<file path="config.mk">
export PLATFORM = sky130hd
export DESIGN_NAME = spi_master_controller
export DESIGN_NICKNAME = d
export VERILOG_FILES = /design/src/rtl/spi_master_pkg.sv /design/src/rtl/spi_master_controller_clk_gen.sv /design/src/rtl/spi_master_controller.sv
export SDC_FILE = /design/constraint.sdc
export NUM_CORES = 1
export LEC_CHECK = 0
export CAP_MARGIN = 20
export CORE_AREA = 2 2 107 109
export CTS_CLUSTER_SIZE = 12
export DETAILED_ROUTE_END_ITERATION = 10
export DIE_AREA = 0 0 109 111
export PLACE_DENSITY_LB_ADDON = 0.2
export SYNTH_ARGS = -nofsm -noshare
export SYNTH_HDL_FRONTEND = slang
export SYNTH_SLANG_ARGS = --single-unit
</file>
<file path="constraint.sdc">
create_clock -name clk_i -period 3.8 [get_ports clk_i]
set_input_delay 0.76 -clock clk_i [delete_from_list [all_inputs] [get_ports clk_i]]
set_output_delay 0.76 -clock clk_i [all_outputs]
set_load 0.02 [all_outputs]
</file>
<file path="src/rtl/spi_master_pkg.sv">
// Shared types and constants for the SPI master controller.
// Holds the FSM state enum, opcodes, command field positions and length limits.
package spi_master_pkg;

   typedef enum logic [2:0] {
      ST_IDLE,
      ST_START,
      ST_HDR,
      ST_WDATA,
      ST_RDATA,
      ST_STOP,
      ST_EOT
   } state_e;

   localparam logic [3:0] OP_WRITE = 4'hA;
   localparam logic [3:0] OP_READ  = 4'hB;

   localparam int OP_MSB  = 31;
   localparam int OP_LSB  = 28;
   localparam int HDR_MSB = 27;
   localparam int HDR_LSB = 24;
   localparam int LEN_MSB = 23;
   localparam int LEN_LSB = 16;
   localparam int WD_MSB  = 15;
   localparam int WD_LSB  = 0;

   localparam logic [7:0] MAX_WR_LEN = 8'd16;
   localparam logic [7:0] MAX_RD_LEN = 8'd32;
   localparam logic [7:0] DIV_RST    = 8'd4;

   // Last counter value of a half-period; a divider of 0 behaves as 1.
   function automatic logic [7:0] half_last(input logic [7:0] div);
      return (div == 8'd0) ? 8'd0 : div - 8'd1;
   endfunction

   function automatic logic [5:0] clamp_len(input logic [7:0] n,
                                            input logic [7:0] lim);
      return (n > lim) ? lim[5:0] : n[5:0];
   endfunction

endpackage

</file>
<file path="src/rtl/spi_master_controller_clk_gen.sv">
// Half-period tick generator for the SPI master.
// Ports: clk_i, rst_n_i, en_i (run), div_i (half-period), tick_o (last cycle).
module spi_clk_gen
   import spi_master_pkg::*;
(
   input  logic       clk_i,
   input  logic       rst_n_i,
   input  logic       en_i,
   input  logic [7:0] div_i,
   output logic       tick_o
);

   logic [7:0] cnt_q;
   logic [7:0] cnt_d;

   assign tick_o = en_i && (cnt_q == half_last(div_i));

   // Counter idles at zero so the first half-period after enable is full.
   always_comb begin
      cnt_d = cnt_q + 8'd1;
      if (!en_i || tick_o) begin
         cnt_d = 8'd0;
      end
   end

   always_ff @(posedge clk_i) begin
      if (!rst_n_i) begin
         cnt_q <= 8'd0;
      end else begin
         cnt_q <= cnt_d;
      end
   end

endmodule

</file>
<file path="src/rtl/spi_master_controller.sv">
// SPI mode-0 master driven by a 32-bit command stream; returns read results.
// Ports: clk/rst, divider load, tx cmd stream, rx result stream, SPI pins, eot.
module spi_master_controller
   import spi_master_pkg::*;
(
   input  logic        clk_i,
   input  logic        rst_n_i,
   input  logic [7:0]  spi_clk_div_i,
   input  logic        spi_clk_div_vld_i,
   input  logic [31:0] stream_data_tx_i,
   input  logic        stream_data_tx_vld_i,
   output logic        stream_data_tx_rdy_o,
   output logic [31:0] stream_data_rx_o,
   output logic        stream_data_rx_vld_o,
   input  logic        stream_data_rx_rdy_i,
   output logic        spi_clk_o,
   output logic        spi_cs_n_o,
   output logic        spi_sdo_o,
   input  logic        spi_sdi_i,
   output logic        eot_o
);

   state_e      state_q, state_d;
   logic [7:0]  div_q, div_d;
   logic        rd_q, rd_d;
   logic [3:0]  hdr_q, hdr_d;
   logic [15:0] wdat_q, wdat_d;
   logic [5:0]  len_q, len_d;
   logic [5:0]  bit_q, bit_d;
   logic        ph_q, ph_d;
   logic [31:0] sh_q, sh_d;
   logic [31:0] rx_q, rx_d;
   logic        rx_vld_q, rx_vld_d;
   logic        rdy_q, rdy_d;
   logic        cs_n_q, cs_n_d;
   logic        sclk_q, sclk_d;
   logic        sdo_q, sdo_d;
   logic        eot_q, eot_d;

   logic        tick;
   logic        active;
   logic        accept;
   logic        spi_rx_en;
   logic [3:0]  opc;
   logic [7:0]  nfld;
   logic [5:0]  bit_nxt;
   logic [5:0]  len_m1;

   assign opc     = stream_data_tx_i[OP_MSB:OP_LSB];
   assign nfld    = stream_data_tx_i[LEN_MSB:LEN_LSB];
   assign accept  = rdy_q && stream_data_tx_vld_i;
   assign bit_nxt = bit_q - 6'd1;
   assign len_m1  = len_q - 6'd1;

   assign active = (state_q == ST_START) || (state_q == ST_HDR) ||
                   (state_q == ST_WDATA) || (state_q == ST_RDATA) ||
                   (state_q == ST_STOP);

   assign spi_rx_en = (state_q == ST_RDATA);

   spi_clk_gen u_clk_gen (
      .clk_i   (clk_i),
      .rst_n_i (rst_n_i),
      .en_i    (active),
      .div_i   (div_q),
      .tick_o  (tick)
   );

   always_comb begin
      state_d  = state_q;
      div_d    = div_q;
      rd_d     = rd_q;
      hdr_d    = hdr_q;
      wdat_d   = wdat_q;
      len_d    = len_q;
      bit_d    = bit_q;
      ph_d     = ph_q;
      sh_d     = sh_q;
      rx_d     = rx_q;
      rx_vld_d = rx_vld_q;
      cs_n_d   = cs_n_q;
      sclk_d   = sclk_q;
      sdo_d    = sdo_q;
      eot_d    = 1'b0;

      if (rx_vld_q && stream_data_rx_rdy_i) begin
         rx_vld_d = 1'b0;
      end

      unique case (state_q)
         ST_IDLE: begin
            if (spi_clk_div_vld_i) begin
               div_d = spi_clk_div_i;
            end
            if (accept) begin
               hdr_d  = stream_data_tx_i[HDR_MSB:HDR_LSB];
               wdat_d = stream_data_tx_i[WD_MSB:WD_LSB];
               sh_d   = 32'd0;
               rd_d   = (opc == OP_READ);
               len_d  = (opc == OP_READ) ?
                        clamp_len(nfld, MAX_RD_LEN) :
                        clamp_len(nfld, MAX_WR_LEN);
               if ((opc == OP_WRITE) || (opc == OP_READ)) begin
                  state_d = ST_START;
                  cs_n_d  = 1'b0;
               end else begin
                  state_d = ST_EOT;
                  eot_d   = 1'b1;
               end
            end
         end

         ST_START: begin
            if (tick) begin
               state_d = ST_HDR;
               bit_d   = 6'd3;
               ph_d    = 1'b0;
               sdo_d   = hdr_q[3];
            end
         end

         ST_HDR, ST_WDATA, ST_RDATA: begin
            if (tick) begin
               if (!ph_q) begin
                  // End of low half: clock rises, sample the slave now.
                  sclk_d = 1'b1;
                  ph_d   = 1'b1;
                  if (spi_rx_en) begin
                     sh_d = {sh_q[30:0], spi_sdi_i};
                  end
               end else begin
                  // End of high half: clock falls, next bit goes out.
                  sclk_d = 1'b0;
                  ph_d   = 1'b0;
                  if (bit_q != 6'd0) begin
                     bit_d = bit_nxt;
                     if (state_q == ST_HDR) begin
                        sdo_d = hdr_q[bit_nxt[1:0]];
                     end else if (state_q == ST_WDATA) begin
                        sdo_d = wdat_q[bit_nxt[3:0]];
                     end else begin
                        sdo_d = 1'b0;
                     end
                  end else if ((state_q == ST_HDR) &&
                               (len_q != 6'd0)) begin
                     bit_d = len_m1;
                     if (rd_q) begin
                        state_d = ST_RDATA;
                        sdo_d   = 1'b0;
                     end else begin
                        state_d = ST_WDATA;
                        sdo_d   = wdat_q[len_m1[3:0]];
                     end
                  end else begin
                     state_d = ST_STOP;
                     sdo_d   = 1'b0;
                  end
               end
            end
         end

         ST_STOP: begin
            if (tick) begin
               state_d = ST_EOT;
               cs_n_d  = 1'b1;
               eot_d   = 1'b1;
               if (rd_q) begin
                  rx_d     = sh_q;
                  rx_vld_d = 1'b1;
               end
            end
         end

         ST_EOT: begin
            state_d = ST_IDLE;
         end

         default: begin
            state_d = ST_IDLE;
         end
      endcase

      // Ready is registered, so derive it from next-state values.
      rdy_d = (state_d == ST_IDLE) && !rx_vld_d;
   end

   always_ff @(posedge clk_i) begin
      if (!rst_n_i) begin
         state_q  <= ST_IDLE;
         div_q    <= DIV_RST;
         rd_q     <= 1'b0;
         hdr_q    <= 4'd0;
         wdat_q   <= 16'd0;
         len_q    <= 6'd0;
         bit_q    <= 6'd0;
         ph_q     <= 1'b0;
         sh_q     <= 32'd0;
         rx_q     <= 32'd0;
         rx_vld_q <= 1'b0;
         rdy_q    <= 1'b0;
         cs_n_q   <= 1'b1;
         sclk_q   <= 1'b0;
         sdo_q    <= 1'b0;
         eot_q    <= 1'b0;
      end else begin
         state_q  <= state_d;
         div_q    <= div_d;
         rd_q     <= rd_d;
         hdr_q    <= hdr_d;
         wdat_q   <= wdat_d;
         len_q    <= len_d;
         bit_q    <= bit_d;
         ph_q     <= ph_d;
         sh_q     <= sh_d;
         rx_q     <= rx_d;
         rx_vld_q <= rx_vld_d;
         rdy_q    <= rdy_d;
         cs_n_q   <= cs_n_d;
         sclk_q   <= sclk_d;
         sdo_q    <= sdo_d;
         eot_q    <= eot_d;
      end
   end

   assign stream_data_tx_rdy_o = rdy_q;
   assign stream_data_rx_o     = rx_q;
   assign stream_data_rx_vld_o = rx_vld_q;
   assign spi_clk_o            = sclk_q;
   assign spi_cs_n_o           = cs_n_q;
   assign spi_sdo_o            = sdo_q;
   assign eot_o                = eot_q;

endmodule

</file>
==> metrics.txt, run 1 <==
Final Setup Violations=0; Worst Hold Class=flip-flop to flip-flop; clock skew=0.00891 ns; critical path, cell by cell=inv_1 -> ha_1 -> nor3b_1 -> a22oi_1 -> xor2_1 -> nor4b_4 -> nand4_1 -> or3_1 -> a21oi_1; Fill cells=913; slack of the worst reg-to-reg path=0.50 ns; most common cell after layout, fill and taps aside=nand2_1; gpl congestion=0.861; Inserted Diodes=0; Post-Place Cells=871; kind of cell adding the most delay to the critical path=simple AND/OR/NAND/NOR gates; status=complete, no violations; root buf cell=clkbuf_16; Core Box Area=11100 sq um; routed wire length=14500 um; Post-CTS Setup Repair Bufs=0; Yosys Warn Count=0; DP Worst Slack=0.573 ns; Overflow after GRT=0; Syn Inst Count=690; Initial Utilization=0.521; leakage=2.46 nW; Num CTS Buffers=17; ys async rst share=0; Core Rows=39; syn_nets=741; io pins=84; RSZ-0062 raised after global routing=false; vias in the first global route=4986; worst-path fanout max=12; Worst Path Arrival=3.64 ns; kind of critical path=flip-flop to flip-flop; clk buf depth=2; hold_ws=0.452 ns; largest net degree at the start of global routing=98; Die Area=12100 sq um; ys flop type=dfxtp_1; fin nets=798; area delta synth->final=24.4%; Power per Cell Area=468 nW/um^2; Worst Tran Pin Value=0.638 ns; TritonCTS clock tree=done; drt drc=0; vias per std cell=5.82; clock sink count=123; chip width=109 um; Port Buffers=83; Final Non-Filler Cells=903; DIE HEIGHT=111 um; Seq/Total Area, Yosys=0.426; max incr delay on CP=0.57 ns; worst vdd ir=0.365 mV; crit share post-route=0.867; initial antenna violation count=0; initial DRC count=449; final setup TNS=0 ns; Post-DP HPWL=9390 um; number of max-cap violations=0; sequential cell area=2460 sq um; CTS H-tree lvls=4; max-slew violations=0; Worst Setup End Kind=flip-flop; Final Power=3.36 mW; clock latency on the worst-skew pair=0.42 ns; multi-input logic area=2990 sq um; first-pass GRT wire length=24100 um; M1 GR Usage=0.346; Netlist Area Pre-Place=5780 sq um; Buf+Inv Stages, Crit Path=1; GRT Total Usage=0.252; fmax=303 MHz; post-cts gate resize count=0; total iterations of the first detailed-routing run=5; Fin. Hold Viols=0; drt wl/cell=16.1 um; final worst slack=0.505 ns; clock slew at reported path FFs=0.06 ns; Worst slew margin=0.574; M2 GR Usage=0.385; gr busiest metal=met2; Tmin final=3.30 ns; Slowest-stage cell, CP=nor3b_1; synthesis-stage register bit count=123; number of synthesized flops with an enable pin=0; synth unique cells=67; hold_buf cts=0; CP Launch Type=flip-flop; Post-DRT Antenna Nets=0; GRT met3 Usage=0.0541; Syn Area/Cell=8.37 sq um; commonest cells after routing, fill and taps aside=nand2_1, dfxtp_1, a21oi_1; Vias=5254; share of cells above drive strength 1=0.0934; Req. time, crit path=4.15 ns
-- sequential cells by signal, summed over array words and instances, names as in the netlist --
name	flops
len_q	6
eot_o	1
sh_q	32
spi_sdo_o	1
stream_data_rx_vld_o	1
stream_data_tx_rdy_o	1
ph_q	1
stream_data_rx_o	32
spi_clk_o	1
div_q	8
hdr_q	4
u_clk_gen.cnt_q	8
wdat_q	16
state_q	3
bit_q	6
spi_cs_n_o	1
rd_q	1
-- Yosys cell counts, types with 7 or more instances --
cell / number / area, sq um
xor2_1: 9 / 78.8
dfxtp_1: 123 / 2460
o211ai_1: 35 / 263
clkbuf_1: 36 / 135
nand2_1: 134 / 503
inv_1: 12 / 45.0
xnor2_1: 9 / 78.8
o21ai_0: 10 / 50.1
nand3_1: 47 / 235
a21oi_1: 111 / 556
nor3_1: 10 / 50.1
nor2_1: 31 / 116
mux2i_1: 7 / 70.1
mux4_2: 10 / 225
-- path summary, 6_finish.rpt --
kind / startpoint / to / depth (start not counted)
setup / recovery: div_q[0] / bit_q[3] / 9
hold / removal: stream_data_rx_o[12] / stream_data_rx_o[12] / 2
setup reg to reg: div_q[0] / bit_q[3] / 9
hold reg to reg: stream_data_rx_o[12] / stream_data_rx_o[12] / 2
-- cells by family after synthesis --
kind of cell	after synthesis	share of synthesized area
AND/OR/NAND/NOR	268	0.219
AO/OA/AOI/OAI	192	0.208
flip-flops	123	0.426
buffers and inverters	67	0.0570
XOR/XNOR	18	0.0273
multiplexers	17	0.0511
adder cells (fa/ha/maj)	5	0.0108
-- worst reg2reg max path, stage by stage (launching register included) --
cell and delay [ns]:
dfxtp_1 0.36, inv_1 0.10, ha_1 0.27, nor3b_1 0.58
a22oi_1 0.22, xor2_1 0.21, nor4b_4 0.39, nand4_1 0.47
or3_1 0.50, a21oi_1 0.14
-- cell type report --
type | count | area share
timing repair buffer | 92 | 0.127
multi-input combinational | 500 | 0.416
tap | 143 | 0.0249
inverter | 13 | 0.00679
clock inverter | 12 | 0.0205
sequential | 123 | 0.343
clock buffer | 20 | 0.0622
-- power by group --
group	internal [mW]	total, mW	switching [mW]	leakage (nW)
sequential	1.32	1.37	0.0415	0.994
combinational	0.150	0.376	0.226	1.17
clock	1.04	1.62	0.579	0.290
-- per-stage QoR --
step | area [sq um] | utilization
2_1_floorplan | 5780 | -
3_3_place_gp | 6590 | 0.595
3_5_place_dp | 6590 | 0.595
4_1_cts | 7190 | 0.649
5_1_grt | 7190 | 0.649
6_report | 7190 | 0.649
-- routing by layer --
metal  vias up  part of all wire
li1       2584                 -
met1      2506              0.46
met2       146              0.48
met3        18             0.046
met4         0             0.015
met5         -                 0
Note: power is estimated with default switching activity, not from simulation.
==> run 2, diff against run 1 <==
--- a/config.mk
+++ b/config.mk
@@ -7,6 +7,7 @@
 export LEC_CHECK = 0
 export CAP_MARGIN = 20
 export CORE_AREA = 2 2 107 109
+export CTS_CLUSTER_DIAMETER = 100
 export CTS_CLUSTER_SIZE = 12
 export DETAILED_ROUTE_END_ITERATION = 10
 export DIE_AREA = 0 0 109 111
==> results of run 2 <==
Final layout, timing and power as in run 1 (identical DEF).
==> run 3, diff against run 2 <==
--- a/config.mk
+++ b/config.mk
@@ -6,11 +6,14 @@
 export NUM_CORES = 1
 export LEC_CHECK = 0
 export CAP_MARGIN = 20
-export CORE_AREA = 2 2 107 109
+export CELL_PAD_IN_SITES_DETAIL_PLACEMENT = 1
+export CELL_PAD_IN_SITES_GLOBAL_PLACEMENT = 1
+export CORE_AREA = 2 2 138 140
 export CTS_CLUSTER_DIAMETER = 100
 export CTS_CLUSTER_SIZE = 12
 export DETAILED_ROUTE_END_ITERATION = 10
-export DIE_AREA = 0 0 109 111
+export DIE_AREA = 0 0 140 142
+export HOLD_SLACK_MARGIN = 0.15
 export PLACE_DENSITY_LB_ADDON = 0.2
 export SYNTH_ARGS = -nofsm -noshare
 export SYNTH_HDL_FRONTEND = slang
==> run 3 against run 2 <==
Global-route usage fell by 7.4 points; critical endpoint is now bit_q[2]; cell count rose by 10%; critical path type unchanged; the flow now finishes with violations (design-rule violations); first-iteration DRC count fell by 34%; sequential cell count did not move; total power rose by 4.8%; count of clock-buffer cells in the layout did not move; critical path depth did not move; sequential power barely moved; largest power group unchanged.
==> metrics.txt, run 3 (synthesis results as in run 1) <==
vias in the first global route=5481 (+9.9%); crit share post-route=0.892 (+0.0244); largest net degree at the start of global routing=108 (+10%); Post-CTS Setup Repair Bufs=0 (unchanged); GRT Total Usage=0.178 (-0.0736); initial antenna violation count=0 (unchanged); Worst Tran Pin Value=0.674 ns (+0.0359 ns); total iterations of the first detailed-routing run=7 (+2); share of cells above drive strength 1=0.0971 (+0.00369); kind of critical path=flip-flop to flip-flop; Overflow after GRT=0 (unchanged); Worst slew margin=0.547 (-0.0265); gpl congestion=0.793 (-8.0%); routed wire length=17200 um (+18%); Post-DP HPWL=11500 um (+23%); post-cts gate resize count=0 (unchanged); status=finished, violations left; Fill cells=2185 (+140%); root buf cell=clkbuf_16; CTS H-tree lvls=4 (unchanged); Req. time, crit path=4.15 ns (about the same); RSZ-0062 raised after global routing=false; fin nets=800 (+0.25%); worst-path fanout max=12 (unchanged); Worst Path Arrival=3.73 ns (+0.09 ns); fmax=295 MHz (-2.7%); most common cell after layout, fill and taps aside=nand2_1; Worst Setup End Kind=flip-flop; area delta synth->final=27.5%; Num CTS Buffers=17 (unchanged); Power per Cell Area=478 nW/um^2 (+2.3%); Final Util=0.399 (-0.250); worst vdd ir=0.317 mV (-13%); drt wl/cell=17.2 um (+6.9%); Buf+Inv Stages, Crit Path=1 (unchanged); CP Launch Type=flip-flop; hold_buf cts=0 (unchanged); max incr delay on CP=0.58 ns (about the same); drt drc=5 (+5); vias per std cell=5.31 (-8.7%); kind of cell adding the most delay to the critical path=simple AND/OR/NAND/NOR gates; Worst Hold Class=flip-flop to flip-flop; Fin. Hold Viols=0 (unchanged); number of max-cap violations=0 (unchanged); Vias=5290 (+0.69%); clock skew=0.00916 ns (+0.000248 ns); Post-DRT Antenna Nets=0 (unchanged); clock slew at reported path FFs=0.06 ns (about the same); initial DRC count=297 (-34%); Port Buffers=83 (unchanged); chip width=140 um (+28%); failing checks=design-rule violations; cell area after layout=7360 sq um (+2.5%); leakage=2.49 nW (+1.3%); Inserted Diodes=0 (unchanged); Tmin final=3.39 ns (+0.0928 ns); Core Box Area=18500 sq um (+67%); DIE HEIGHT=142 um (+28%); hold_ws=0.456 ns (+0.00397 ns); Initial Utilization=0.313 (-0.208); max-slew violations=0 (unchanged); Slowest-stage cell, CP=nor3b_1; clock sink count=123 (unchanged); final setup TNS=0 ns (unchanged); placed inst area=6720 sq um (+2.0%); critical path, cell by cell=inv_1 -> ha_1 -> nor3b_1 -> a22oi_1 -> xor2_1 -> nor4b_4 -> nand4_1 -> a2111o_1 -> a21oi_1; io pins=84 (unchanged); Die Area=19900 sq um (+64%); Final Setup Violations=0 (unchanged); Core Rows=50 (+28%); clock latency on the worst-skew pair=0.42 ns (about the same); clk buf depth=2 (unchanged); commonest cells after routing, fill and taps aside=nand2_1, dfxtp_1, a21oi_1; first-pass GRT wire length=28400 um (+18%); TritonCTS clock tree=done
-- run 3: changes by cell type in the layout (fill, tap and decap cells not counted), sizes merged --
cell | before | now
inv | 13 | 15
bufinv | 3 | 4
buf | 9 | 11
clkinvlp | 2 | 1
clkinv | 7 | 5
-- run 3: tightest hold or removal path, cell delays in order, from the launching register on --
cell     delay, ns
dfxtp_1       0.31
nand2_1       0.05
a21oi_1       0.05
-- run 3: layout make-up --
cell class	instances	area, sq um	share of cell area
multi-input cells	500	2990	0.406
flip-flops and latches	123	2460	0.334
repair buffers	94	926	0.126
clock buffers	20	457	0.0620
well taps	234	293	0.0398
clock inverters	12	185	0.0251
inverters	13	50.0	0.00680
-- run 3: layer usage --
| layer | GRT usage | wire length [um] |
|---|---|---|
| met1 | 0.238 | 8330 |
| met2 | 0.294 | 8130 |
| met3 | 0.0387 | 489 |
| met4 | 0.0494 | 208 |
| met5 | 0 | 0 |
-- run 3: stage by stage --
| stage | cells | total power, mW | setup slack (ns) |
|---|---|---|---|
| 2_1_floorplan | 690 | 1.65 | 1.04 |
| 3_3_place_gp | 964 | 1.78 | 0.523 |
| 3_5_place_dp | 964 | 1.79 | 0.465 |
| 4_1_cts | 996 | 3.57 | 0.392 |
| 5_1_grt | 996 | 3.67 | 0.0761 |
| 6_report | 996 | 3.52 | 0.412 |
-- run 3: path summary, 6_finish.rpt --
check / start / end / slack, ns / depth (start not counted)
min reg2reg: stream_data_rx_o[11] / stream_data_rx_o[11] / 0.46 / 2
max reg2reg: div_q[0] / bit_q[2] / 0.41 / 9
min: stream_data_rx_o[11] / stream_data_rx_o[11] / 0.46 / 2
max: div_q[0] / bit_q[2] / 0.41 / 9
-- run 3: report_power, final --
| part | leakage (nW) | internal (mW) | switching (mW) |
|---|---|---|---|
| logic | 1.18 | 0.152 | 0.238 |
| clock network | 0.312 | 1.14 | 0.626 |
| registers | 0.994 | 1.32 | 0.0437 |
